<file path="src/rtl/fetch.sv">
// CPU-to-bus fetch/store bridge: one outstanding transaction, IDLE/REQ/RESP handshake.
// Build option: FETCH_THREAD_BANK_EN puts the latched thread id into W_ADDR[31:30].
module fetch (
  input  logic        clk,
  input  logic        W_RST,
  input  logic        f_enable,
  input  logic        f_write_enable,
  input  logic [31:0] addr,
  input  logic [31:0] f_data_i,
  input  logic [1:0]  thread,
  output logic [31:0] f_data_o,
  output logic        f_ack,
  input  logic        W_CLK,
  input  logic        W_ACK,
  input  logic [31:0] W_DATA_I,
  output logic [31:0] W_DATA_O,
  output logic [31:0] W_ADDR,
  output logic        W_WRITE
);

  typedef enum logic [1:0] {IDLE, REQ, RESP} state_t;

  state_t      state, state_nxt;
  logic        lat_we, lat_we_d;
  logic        f_ack_d, w_write_d;
  logic [31:0] f_data_d, w_addr_d, w_data_d;
  logic [31:0] bus_addr;
  logic        bus_ack;

  // W_CLK only qualifies the edge; the bus side never sees a separate clock.
  assign bus_ack = W_CLK & W_ACK;

`ifdef FETCH_THREAD_BANK_EN
  logic [1:0] unused_addr_hi;
  assign unused_addr_hi = addr[31:30];
  assign bus_addr = {thread, addr[29:0]};
`else
  logic unused_thread;
  assign unused_thread = ^thread;
  assign bus_addr = addr;
`endif

  always_ff @(posedge clk or negedge W_RST) begin
    if (!W_RST) state <= IDLE;
    else        state <= state_nxt;
  end

  always_comb begin
    state_nxt = state;
    case (state)
      IDLE:    if (f_enable) state_nxt = REQ;
      REQ:     if (bus_ack)  state_nxt = RESP;
      RESP:                  state_nxt = IDLE;
      default:               state_nxt = IDLE;
    endcase
  end

  // Next values of the registered outputs; bus fields hold outside the IDLE launch.
  always_comb begin
    f_ack_d   = 1'b0;
    f_data_d  = f_data_o;
    w_addr_d  = W_ADDR;
    w_data_d  = W_DATA_O;
    w_write_d = W_WRITE;
    lat_we_d  = lat_we;
    case (state)
      IDLE: if (f_enable) begin
        w_addr_d  = bus_addr;
        w_data_d  = f_data_i;
        w_write_d = f_write_enable;
        lat_we_d  = f_write_enable;
      end
      REQ: if (bus_ack) begin
        f_ack_d   = 1'b1;
        w_write_d = 1'b0;
        if (!lat_we) f_data_d = W_DATA_I;
      end
      default: ;
    endcase
  end

  always_ff @(posedge clk or negedge W_RST) begin
    if (!W_RST) begin
      f_ack    <= 1'b0;
      f_data_o <= '0;
      W_ADDR   <= '0;
      W_DATA_O <= '0;
      W_WRITE  <= 1'b0;
      lat_we   <= 1'b0;
    end else begin
      f_ack    <= f_ack_d;
      f_data_o <= f_data_d;
      W_ADDR   <= w_addr_d;
      W_DATA_O <= w_data_d;
      W_WRITE  <= w_write_d;
      lat_we   <= lat_we_d;
    end
  end

endmodule

</file>
<file path="config.mk">
export PLATFORM = sky130hd
export DESIGN_NAME = fetch
export DESIGN_NICKNAME = d
export VERILOG_FILES = /design/src/rtl/fetch.sv
export SDC_FILE = /design/constraint.sdc
export NUM_CORES = 1
export LEC_CHECK = 0
export ABC_AREA = 1
export BUFFER_PORTS_ARGS = -buffer_cell sky130_fd_sc_hd__buf_2
export CORE_MARGIN = 4
export CORE_UTILIZATION = 37
export CTS_BUF_LIST = sky130_fd_sc_hd__clkbuf_8
export DETAILED_ROUTE_END_ITERATION = 7
export GPL_ROUTABILITY_DRIVEN = 0
export PLACE_DENSITY = 0.72
export SLEW_MARGIN = 20
export SYNTH_ARGS = -nofsm -noshare
export SYNTH_HDL_FRONTEND = slang
export SYNTH_SLANG_ARGS = --single-unit
</file>
<file path="constraint.sdc">
create_clock -name clk -period 2.7 [get_ports clk]
set_input_delay 0.27 -clock clk [delete_from_list [all_inputs] [get_ports clk]]
set_output_delay 0.27 -clock clk [all_outputs]
set_load 0.1 [all_outputs]
</file>
* After elaboration in Yosys (flattened, before gate mapping)
Cells that the tools add are included.
Storage, ports and cells: bits in registers 101, input bits 104, word-level logic and storage cells 26
Operators by class: eq/ne operators 3, mux-type cells 8, bitwise gates (word level) 2, reductions and logical operators 6
Operators by type and width (number):
- $reduce_and A3 Y1 | 2
- $mux W1 | 4
- $mux W2 | 2
- $ne A2 B2 Y1 const B | 2
- $pmux W2 S2 | 1
- $reduce_and A2 Y1 | 2
- $eq A2 B1 Y1 const B | 1
- $logic_not A2 Y1 | 1
- $pmux W1 S2 | 1
- $reduce_bool A2 Y1 | 1
- $and A1 B1 Y1 | 1
- $not A1 Y1 | 1

* Longest topological paths before layout
Gate-level depths: netlist of the first run.
depth in word-level cells 3, depth in mapped cells 7, depth with buffers taken out 5

* Least setup slack after synthesis of the first run
No wires, ideal clock.
path kind reg2reg, start point reg W_WRITE (netlist name), end point reg W_WRITE, library setup time 0.068 ns, arrival 1.117 ns, required time 2.632 ns, setup slack 1.515 ns, cell stages (with the launch flop) 3, path buffers 0, cells stage by stage dfrtp_1 -> nand3_1 -> nand2_1
RTL lines:
- end signal: assignment | RTL line 95 | W_WRITE <= w_write_d;
- end: declaration | RTL line 18 | output logic W_WRITE

* Worst setup path in the final report of the first run
start point reg lat_we, end point reg f_data_o[4]
On the way: cells in the longest elaborated chain, start to end 2
RTL lines:
- start: declaration | RTL line 24 | logic lat_we, lat_we_d;
- start signal: assignment | RTL line 96 | lat_we <= lat_we_d;
- $not A1 Y1 (no line)
- $reduce_and A3 Y1 (no line)
- end signal: assignment | RTL line 92 | f_data_o <= f_data_d;
- end: declaration | RTL line 11 | output logic [31:0] f_data_o,
No other way between the ends. A chain may end at the register's enable or synchronous reset.

==> results of run 1 <==
layout by cell type (no fill, tap or decap):
cell	count
sky130_fd_sc_hd__clkinv_2	3
sky130_fd_sc_hd__clkbuf_8	11
sky130_fd_sc_hd__buf_12	2
sky130_fd_sc_hd__dfrtp_1	101
sky130_fd_sc_hd__nand3_1	33
sky130_fd_sc_hd__clkinvlp_4	1
sky130_fd_sc_hd__nand2_2	1
sky130_fd_sc_hd__buf_2	198
sky130_fd_sc_hd__buf_4	4
sky130_fd_sc_hd__inv_2	1
sky130_fd_sc_hd__nor2_2	2
sky130_fd_sc_hd__inv_1	5
sky130_fd_sc_hd__nor2_1	1
sky130_fd_sc_hd__nand2_1	265
sky130_fd_sc_hd__dlygate4sd3_1	1
path summary, 6_finish.rpt:
path	endpoint	slack, ps	cells after the start
min in group asynchronous	W_DATA_O[5]	470	2
setup reg to reg	f_data_o[4]	1120	4
hold / removal	W_DATA_O[20]	110	3
hold reg to reg	f_data_o[21]	470	2
max in group asynchronous	W_WRITE	1510	3
setup / recovery	f_data_o[4]	1120	4
state kept, by name (all words and copies together) (netlist names):
register and count:
W_ADDR 32, W_DATA_O 32, f_data_o 32, state 2
W_WRITE 1, f_ack 1, lat_we 1
cells by family (layout without fill, tap and decap cells):
logic type	Yosys count	after routing	share of synthesized area, %
buffers and inverters	28	226	3.827
DFF	101	101	65.52
and+or+nand+nor	302	302	30.65
metrics by stage:
step / setup slack [ps] / util [%] / cells / instance area [µm²] / hold WS, ps
after global routing: 984.2 / 50.31 / 765 / 5147 / 81.04
after detailed placement: 1047 / 48.48 / 748 / 4960 / 346.6
after CTS: 1124 / 50.31 / 765 / 5147 / 73.29
final: 1118 / 50.31 / 765 / 5147 / 105.3
after global placement: 1117 / 48.48 / 748 / 4960 / 331.8
after floorplan: 1515 / - / 431 / 3857 / -25.59
area by class of cell:
cell class,count,area [µm²],share of cell area [%]
sequential,101,2527,49.10
inverter,5,18.77,0.3646
timing repair buffer,205,1071,20.81
tap,136,170.2,3.306
clock inverter,5,26.28,0.5105
multi-input combinational,302,1182,22.97
clock buffer,11,151.4,2.941
critical path, cell delays in order, from the launching register on:
cell and delay, ps:
sky130_fd_sc_hd__dfrtp_1 400, sky130_fd_sc_hd__nor2_2 130, sky130_fd_sc_hd__nand2_1 610, sky130_fd_sc_hd__nand2_1 240, sky130_fd_sc_hd__nand2_1 80
metal layers:
metal,up-vias,global-route usage (%)
li1,1697,-
met1,1575,19.02
met2,130,27.90
met3,10,4.135
met4,0,6.420
met5,-,0
==> results by group, run 1 <==
Timing
  • Sum Neg Setup Slack: 0 ps
  • Max-slew headroom at the worst pin: 31.19%
  • Pin slew with the least headroom to its limit: 1030 ps
  • Final period util: 58.58%
  • RSZ-0062 raised after global routing: false
  • Total count of max-transition violations in the final report: 0
  • Maximum clock frequency: 632.2 MHz
  • Post-layout minimum cycle time: 1582 ps
  • Final setup violation count: 0
  • Worst clock skew: 8.203 ps
  • Final number of hold-violating endpoints: 0

Die
  • I/O pin cnt: 202
  • Die ar.: 12120 µm²
  • Die Wd: 110.1 µm
  • Effective utilization at floorplan: 37.70%
  • Die Span Y: 110.1 µm
  • Placeable core area: 10230 µm²
  • Number of rows created at floorplan: 37

Logic synthesis
  • Top-area cell type share of the netlist area: 65.52%
  • Post-synthesis async set-or-reset flop share: 100.0%
  • Average cell area after synthesis: 8.950 µm²
  • Total standard cell area after synthesis: 3857 µm²
  • Number of synthesized register bits: 101
  • List of most frequent post-synthesis cells: 265 x sky130_fd_sc_hd__nand2_1, 101 x sky130_fd_sc_hd__dfrtp_1, 33 x sky130_fd_sc_hd__nand3_1
  • Largest area contributor in the netlist: sky130_fd_sc_hd__dfrtp_1
  • Dominant register cell in the synthesized netlist: sky130_fd_sc_hd__dfrtp_1
  • Cell variety after synth: 11
  • Most used standard cell by instance count after synthesis: sky130_fd_sc_hd__nand2_1
  • Net count after synthesis: 535
  • Cell types occupying the most area after synthesis: sky130_fd_sc_hd__dfrtp_1 66%, sky130_fd_sc_hd__nand2_1 26%, sky130_fd_sc_hd__nand3_1 4.3%
  • Sequential element share of the synthesized area: 65.52%
  • EDFF count, synth: 0
  • Synthesized instance count: 431
  • Count of synthesis-stage warnings from yosys: 0

Detailed routing
  • Vias after detailed routing: 3412
  • Wire length after detailed routing: 9896 µm
  • Top routing layer in use: met4
  • Post-route ant nets: 0
  • DRC violations left: 0
  • Post-DR vias/cell: 4.460
  • Detailed Route Iter0 Violations: 171
  • Met2 Routed Length: 4930 µm
  • Detailed-route wire length on metal 1: 4004 µm
  • Met3 WL: 843 µm
  • Mean routed wirelength per cell: 12.94 µm
  • Number of search-and-repair iterations in the first detailed-routing pass: 4

Clocking
  • Number of hold buffers added after CTS: 1
  • CTS clk-pin slew, worst paths: 90 ps
  • Maximum buffer depth of the clock tree: 2
  • Library cell used as clock root buffer: sky130_fd_sc_hd__clkbuf_8
  • Total clock buffers created by CTS: 9
  • Number of sinks handled by clock tree synthesis: 101
  • Post-CTS Setup Bufs: 0
  • Post-CTS sizing: 0
  • CTS tree: done
  • Count of H-tree levels built during CTS: 3
  • Clock latency on the worst-skew pair: 350 ps

Global routing
  • GRT overflow: 0
  • Tot GR Track Use: 16.08%
  • Number of global-route vias before repair: 3291
  • Antenna violations before repair: 0
  • Maximum number of pins on one net before global-route repair: 68
  • Global-route wire length before repair: 15240 µm

Hold path
  • Min-Delay Path Class: primary input to flip-flop
  • Start point of the worst min-delay path: f_data_i[20]

Critical path
  • Worst reg2reg path startpoint: lat_we
  • Startpoint types: flip-flop
  • Type of destination of the critical path: flip-flop
  • Crit-path max FO: 32
  • Type of the worst setup path: flip-flop to flip-flop
  • Worst endpoint data arrival time: 1810 ps
  • Required time of the critical path: 2930 ps
  • Launching instance or port of the critical path: lat_we

Finish
  • Relative area change from synthesis to final layout: 33.44%
  • Fill count: 974
  • Net count of the finished layout: 728
  • Fraction of layout instances using a drive strength above 1: 35.45%
  • Final antenna diode count: 0

Flow run
  • # Max-Cap Violations: 0

Placed design
  • Half-perimeter wire length of the detailed placement result: 7223 µm
  • Port bufs: 199

Status
  • Run status: complete, no violations
Power of run 1 is left out: the tool's default activity adds up to more than one toggle a clock period on the data nets, which glitch-free logic cannot reach.
==> run 2, diff against run 1 <==
Clock period 2.7 ns to 1.6 ns, I/O delays scaled along.
==> run 2 against run 1 <==
Register-to-register slack lost 730 ps. Sequential share of layout area shrank 6.1 points. Clock skew up 1.5 ps. Non-clock buffer count rose by 69. Cell count grew 9.0%. Wire length is 14% higher. Clock-buffer cell count shrank 1. Utilization increased by 7.2 points. Global-route usage grew 2.6 points. Design area rose by 14%. Highest routed layer unchanged. Worst setup slack got worse by 870 ps.
==> results by group, run 2 (synthesis gave the netlist of run 1 again) <==
Timing
  • Final number of hold-violating endpoints: 0 (unchanged)
  • Pin slew with the least headroom to its limit: 535.9 ps (-493.8 ps)
  • Sum Neg Setup Slack: 0 ps (unchanged)
  • Worst clock skew: 9.734 ps (+1.531 ps)
  • Worst hold slack after final layout: 21.98 ps (-83.35 ps)
  • Maximum clock frequency: 737.2 MHz
  • Final setup violation count: 0 (unchanged)
  • RSZ-0062 raised after global routing: false
  • Total count of max-transition violations in the final report: 0 (unchanged)
  • Final period util: 84.78%
  • Max-slew headroom at the worst pin: 64.52% (+33 points)
  • Post-layout minimum cycle time: 1356 ps

Detailed routing
  • Post-route ant nets: 0 (unchanged)
  • Post-DR vias/cell: 4.555 (+2.1%)
  • Detailed Route Iter0 Violations: 246 (+44%)
  • DRC violations left: 0 (unchanged)
  • Mean routed wirelength per cell: 13.53 µm (+4.6%)
  • Vias after detailed routing: 3799 (+11%)
  • Wire length after detailed routing: 11280 µm (+14%)
  • Number of search-and-repair iterations in the first detailed-routing pass: 4 (unchanged)

Critical path
  • Worst reg2reg path startpoint: state[1]
  • Crit path largest cell delay: 440 ps (-170 ps)
  • Worst r2r path cells: 6 (+2)
  • Type of destination of the critical path: primary output
  • Cell Chain, Critical Path: buf_2
  • Crit-path max FO: 2 (-94%)
  • Reg2Reg Capture Point: W_DATA_O[30]
  • Worst endpoint data arrival time: 1200 ps (-610 ps)
  • Type of the worst setup path: flip-flop to primary output
  • Startpoint types: flip-flop
  • Library cell contributing the largest single delay on the critical path: sky130_fd_sc_hd__buf_2
  • Buf+Inv Stages, Crit Path: 1 (+1)
  • Reg-to-reg slack, setup: 390 ps (-730 ps)
  • Kind of cell adding the most delay to the critical path: buffers and inverters
  • Required time of the critical path: 1440 ps (-1490 ps)

Clocking
  • CTS tree: done
  • Maximum buffer depth of the clock tree: 2 (unchanged)
  • Number of sinks handled by clock tree synthesis: 101 (unchanged)
  • CTS clk-pin slew, worst paths: 100 ps (about the same)
  • Total clock buffers created by CTS: 9 (unchanged)
  • Post-CTS sizing: 0 (unchanged)
  • Count of H-tree levels built during CTS: 3 (unchanged)
  • Clock latency on the worst-skew pair: 360 ps (about the same)
  • Library cell used as clock root buffer: sky130_fd_sc_hd__clkbuf_8

Global routing
  • Antenna violations before repair: 0 (unchanged)
  • Tot GR Track Use: 18.64% (+2.6 points)
  • Met2 capacity usage during global routing: 31.46% (+3.6 points)
  • Number of global-route vias before repair: 3779 (+15%)
  • GRT overflow: 0 (unchanged)
  • Layer with the highest usage after global routing: met2
  • Grt met1 use: 22.64% (+3.6 points)
  • Global-route wire length before repair: 17600 µm (+15%)
  • Maximum number of pins on one net before global-route repair: 42 (-38%)
  • Met3 Resource Use GR: 3.727% (-0.41 points)

Hold path
  • Min-Delay Path Class: primary input to flip-flop
  • Min-Delay Endpoint: W_ADDR[18]
  • Cell count of the worst hold path: 3 (unchanged)
  • Start point of the worst min-delay path: addr[18]

Finish
  • Relative area change from synthesis to final layout: 52.48%
  • Net count of the finished layout: 797 (+9.5%)
  • Final antenna diode count: 0 (unchanged)
  • Post-route standard cell area excluding fillers: 5882 µm² (+14%)
  • Fraction of layout instances using a drive strength above 1: 32.95% (-2.5 points)
  • Footprint of the multi-input gates: 1182 µm² (unchanged)
  • FF/Latch Area: 2527 µm² (unchanged)
  • Post-route core utilization: 57.49% (+7.2 points)
  • Highest-count cells in the layout ignoring fill and taps: 265 x sky130_fd_sc_hd__nand2_1, 198 x sky130_fd_sc_hd__buf_2, 101 x sky130_fd_sc_hd__dfrtp_1
  • Fill count: 867 (-11%)
  • Most common cell after layout, fill and taps aside: sky130_fd_sc_hd__nand2_1
  • Registers with the highest flip-flop counts: W_ADDR x32, W_DATA_O x32, f_data_o x32

Placed design
  • Port bufs: 199 (unchanged)
  • DP Area: 5017 µm² (+1.2%)
  • Half-perimeter wire length of the detailed placement result: 7331 µm (+1.5%)

Die
  • I/O pin cnt: 202 (unchanged)
  • Die ar.: 12120 µm² (unchanged)
  • Die Wd: 110.1 µm (unchanged)
  • Effective utilization at floorplan: 37.70% (unchanged)
  • Number of rows created at floorplan: 37 (unchanged)
  • Die Span Y: 110.1 µm (unchanged)
  • Placeable core area: 10230 µm² (unchanged)

Status
  • Run status: complete, no violations

Flow run
  • # Max-Cap Violations: 0 (unchanged)
-- run 2: routing by layer --
layer | share of wire (%) | up-vias
met2 | 49 | 173
met1 | 40 | 1761
met5 | 0 | -
met3 | 7.6 | 32
met4 | 2.7 | 0
li1 | - | 1833
-- run 2: worst max-delay path by stage --
| stage | cells after the start | startpoint | end | slack, ps |
|---|---|---|---|---|
| after floorplan | 2 | W_WRITE | W_WRITE | 410 |
| after global placement | 5 | state[1] | W_WRITE | 420 |
| after detailed placement | 5 | state[1] | W_WRITE | 410 |
| after CTS | 1 | W_ADDR[0] | W_ADDR[0] | 230 |
| after global routing | 1 | W_DATA_O[30] | W_DATA_O[30] | 200 |
| final | 1 | W_ADDR[0] | W_ADDR[0] | 240 |
-- run 2: what timing repair did --
item                      4_1_cts  5_1_grt
hold endpoints to repair       91        0
hold buffers                   64        0
setup buffers                   0        0
-- run 2: per-stage QoR --
step,setup WS [ps],instances
after floorplan,414.9,431
after CTS,232.7,834
after global routing,204.2,834
final,243.5,834
after detailed placement,411.9,754
after global placement,423.5,754
-- run 2: area by class of cell --
type / instances / area share [%]
clock inverter: 6 / 1.468
timing repair buffer: 274 / 29.91
sequential: 101 / 42.97
multi-input combinational: 302 / 20.10
tap: 136 / 2.893
inverter: 5 / 0.3191
clock buffer: 10 / 2.340
Power of run 2 is left out for the same reason.
==> run 3, diff against run 2 <==
Settings changed: PLACE_DENSITY 0.72 to 0.74.
Clock period 1.6 ns to 1.1 ns, I/O delays scaled along.
==> run 3 against run 2 <==
The flow now finishes with violations (negative setup slack). Sequential share of layout area down 12 points. Via count up 12%. Non-clock buffer count up 67. Hold slack better by 27 ps. Register-to-register slack worse by 530 ps. Critical path depth up 6. Critical endpoint is now W_ADDR[9].
==> results by group, run 3 (synthesis gave the netlist of run 1 again) <==
Critical path
  • Worst endpoint data arrival time: 1530 ps (+330 ps)
  • Reg-to-reg slack, setup: -140 ps (-530 ps)
  • Required time of the critical path: 1390 ps (-50 ps)
  • Type of destination of the critical path: flip-flop
  • Startpoint types: flip-flop
  • Crit-path max FO: 8 (+6)
  • Worst r2r path cells: 7 (+1)
  • Type of the worst setup path: flip-flop to flip-flop

Detailed routing
  • DRC violations left: 0 (unchanged)
  • Wire length after detailed routing: 15950 µm (+41%)
  • Detailed Route Iter0 Violations: 194 (-21%)
  • Mean routed wirelength per cell: 17.70 µm (+31%)
  • Number of search-and-repair iterations in the first detailed-routing pass: 4 (unchanged)
  • Post-route ant nets: 0 (unchanged)
  • Post-DR vias/cell: 4.724 (+3.7%)
  • Vias after detailed routing: 4256 (+12%)

Die
  • Die Wd: 110.1 µm (unchanged)
  • Effective utilization at floorplan: 37.70% (unchanged)
  • Placeable core area: 10230 µm² (unchanged)
  • Die ar.: 12120 µm² (unchanged)
  • Die Span Y: 110.1 µm (unchanged)
  • Number of rows created at floorplan: 37 (unchanged)
  • I/O pin cnt: 202 (unchanged)

Clocking
  • Maximum buffer depth of the clock tree: 2 (unchanged)
  • Library cell used as clock root buffer: sky130_fd_sc_hd__clkbuf_8
  • Total clock buffers created by CTS: 9 (unchanged)
  • CTS tree: done
  • CTS clk-pin slew, worst paths: 90 ps (about the same)
  • Count of H-tree levels built during CTS: 3 (unchanged)
  • Number of sinks handled by clock tree synthesis: 101 (unchanged)
  • Clock latency on the worst-skew pair: 350 ps (about the same)

Finish
  • Post-route core utilization: 83.86% (+26 points)
  • Most common cell after layout, fill and taps aside: sky130_fd_sc_hd__nand2_1
  • Highest-count cells in the layout ignoring fill and taps: 194 x sky130_fd_sc_hd__nand2_1, 106 x sky130_fd_sc_hd__buf_12, 100 x sky130_fd_sc_hd__buf_2
  • Fill count: 506 (-42%)
  • Relative area change from synthesis to final layout: 122.4%
  • Registers with the highest flip-flop counts: W_ADDR x32, W_DATA_O x32, f_data_o x32
  • Post-route standard cell area excluding fillers: 8579 µm² (+46%)
  • Net count of the finished layout: 864 (+8.4%)
  • Fraction of layout instances using a drive strength above 1: 56.41% (+23 points)

Global routing
  • Maximum number of pins on one net before global-route repair: 36 (-14%)
  • Number of global-route vias before repair: 4505 (+19%)
  • GRT overflow: 0 (unchanged)
  • Antenna violations before repair: 0 (unchanged)
  • Global-route wire length before repair: 21830 µm (+24%)
  • Tot GR Track Use: 23.45% (+4.8 points)

Status
  • Run status: complete, but fails checks
  • Failing checks: negative setup slack

Timing
  • Worst clock skew: 12.56 ps (+2.826 ps)
  • Post-layout minimum cycle time: 1242 ps
  • Total count of max-transition violations in the final report: 0 (unchanged)
  • Least setup slack across all paths after layout: -141.9 ps (-385.4 ps)
  • Final setup violation count: 100 (+100)
  • Max-slew headroom at the worst pin: 84.60% (+20 points)
  • Pin slew with the least headroom to its limit: 231.1 ps (-304.8 ps)
  • RSZ-0062 raised after global routing: true
  • Maximum clock frequency: 805.2 MHz
  • Final number of hold-violating endpoints: 0 (unchanged)
  • Final period util: 112.9%

Placed design
  • Port bufs: 199 (unchanged)
  • DP Area: 6688 µm² (+33%)
  • Half-perimeter wire length of the detailed placement result: 8957 µm (+22%)
  • Setup WS pre-CTS: -118.6 ps (-530.5 ps)

Flow run
  • # Max-Cap Violations: 0 (unchanged)

Hold path
  • Cell count of the worst hold path: 3 (unchanged)
  • Min-Delay Path Class: primary input to flip-flop
==> run 3: path summary, 6_finish.rpt <==
path,to,from
min reg2reg,f_data_o[14],f_data_o[14]
min in group asynchronous,W_DATA_O[9],W_RST
max,W_ADDR[9],state[1]
min,f_data_o[4],W_DATA_I[4]
max in group asynchronous,f_data_o[23],W_RST
max reg2reg,W_ADDR[9],state[1]
==> run 3: stage by stage <==
stage / TNS [ps] / std cells / hold WS [ps]
2_1_floorplan: -684.2 / 431 / -185.6
3_3_place_gp: -3420 / 757 / -8.311
3_5_place_dp: -6617 / 757 / -9.357
4_1_cts: -6673 / 878 / 7.035
5_1_grt: -14390 / 900 / 36.91
6_report: -7174 / 901 / 48.91
==> run 3: layout make-up <==
class / instances / area [µm²] / share of cell area (%)
diodes: 1 / 2.502 / 0.02917
clock buffers: 12 / 165.2 / 1.925
clock inverters: 3 / 12.51 / 0.1458
inverters: 5 / 31.28 / 0.3646
multi-input cells: 302 / 1523 / 17.75
flip-flops and latches: 101 / 2649 / 30.87
well taps: 136 / 170.2 / 1.983
repair buffers: 341 / 4026 / 46.93
==> run 3: routing by layer <==
metal	wire, µm	part of all wire, %	GRT usage (%)	up-vias
met5	0	0	0	-
met4	615	3.9	12.40	0
met3	980	6.1	5.475	48
met2	8793	55	42.98	182
met1	5562	35	24.81	2056
li1	-	-	-	1970
==> run 3: worst max-delay path, cell delays in order, from the launching register on <==
cell and delay [ps]:
sky130_fd_sc_hd__dfrtp_1 400, sky130_fd_sc_hd__nor2_2 170, sky130_fd_sc_hd__nand2_4 110, sky130_fd_sc_hd__clkinv_8 110, sky130_fd_sc_hd__buf_12 120, sky130_fd_sc_hd__clkbuf_16 160, sky130_fd_sc_hd__nand2_2 50, sky130_fd_sc_hd__nand2_1 60
==> run 3: repair_timing <==
| item | 4_1_cts | 5_1_grt |
|---|---|---|
| gates cloned | 1 | 8 |
| pin swaps | 2 | 29 |
| resized for setup | 2 | 113 |
| endpoints found under the setup margin | 141 | 180 |
| hold buffers | 96 | 0 |
| setup buffers | 9 | 16 |
| endpoints found under the hold margin | 197 | 0 |
Power of run 3 is left out for the same reason.
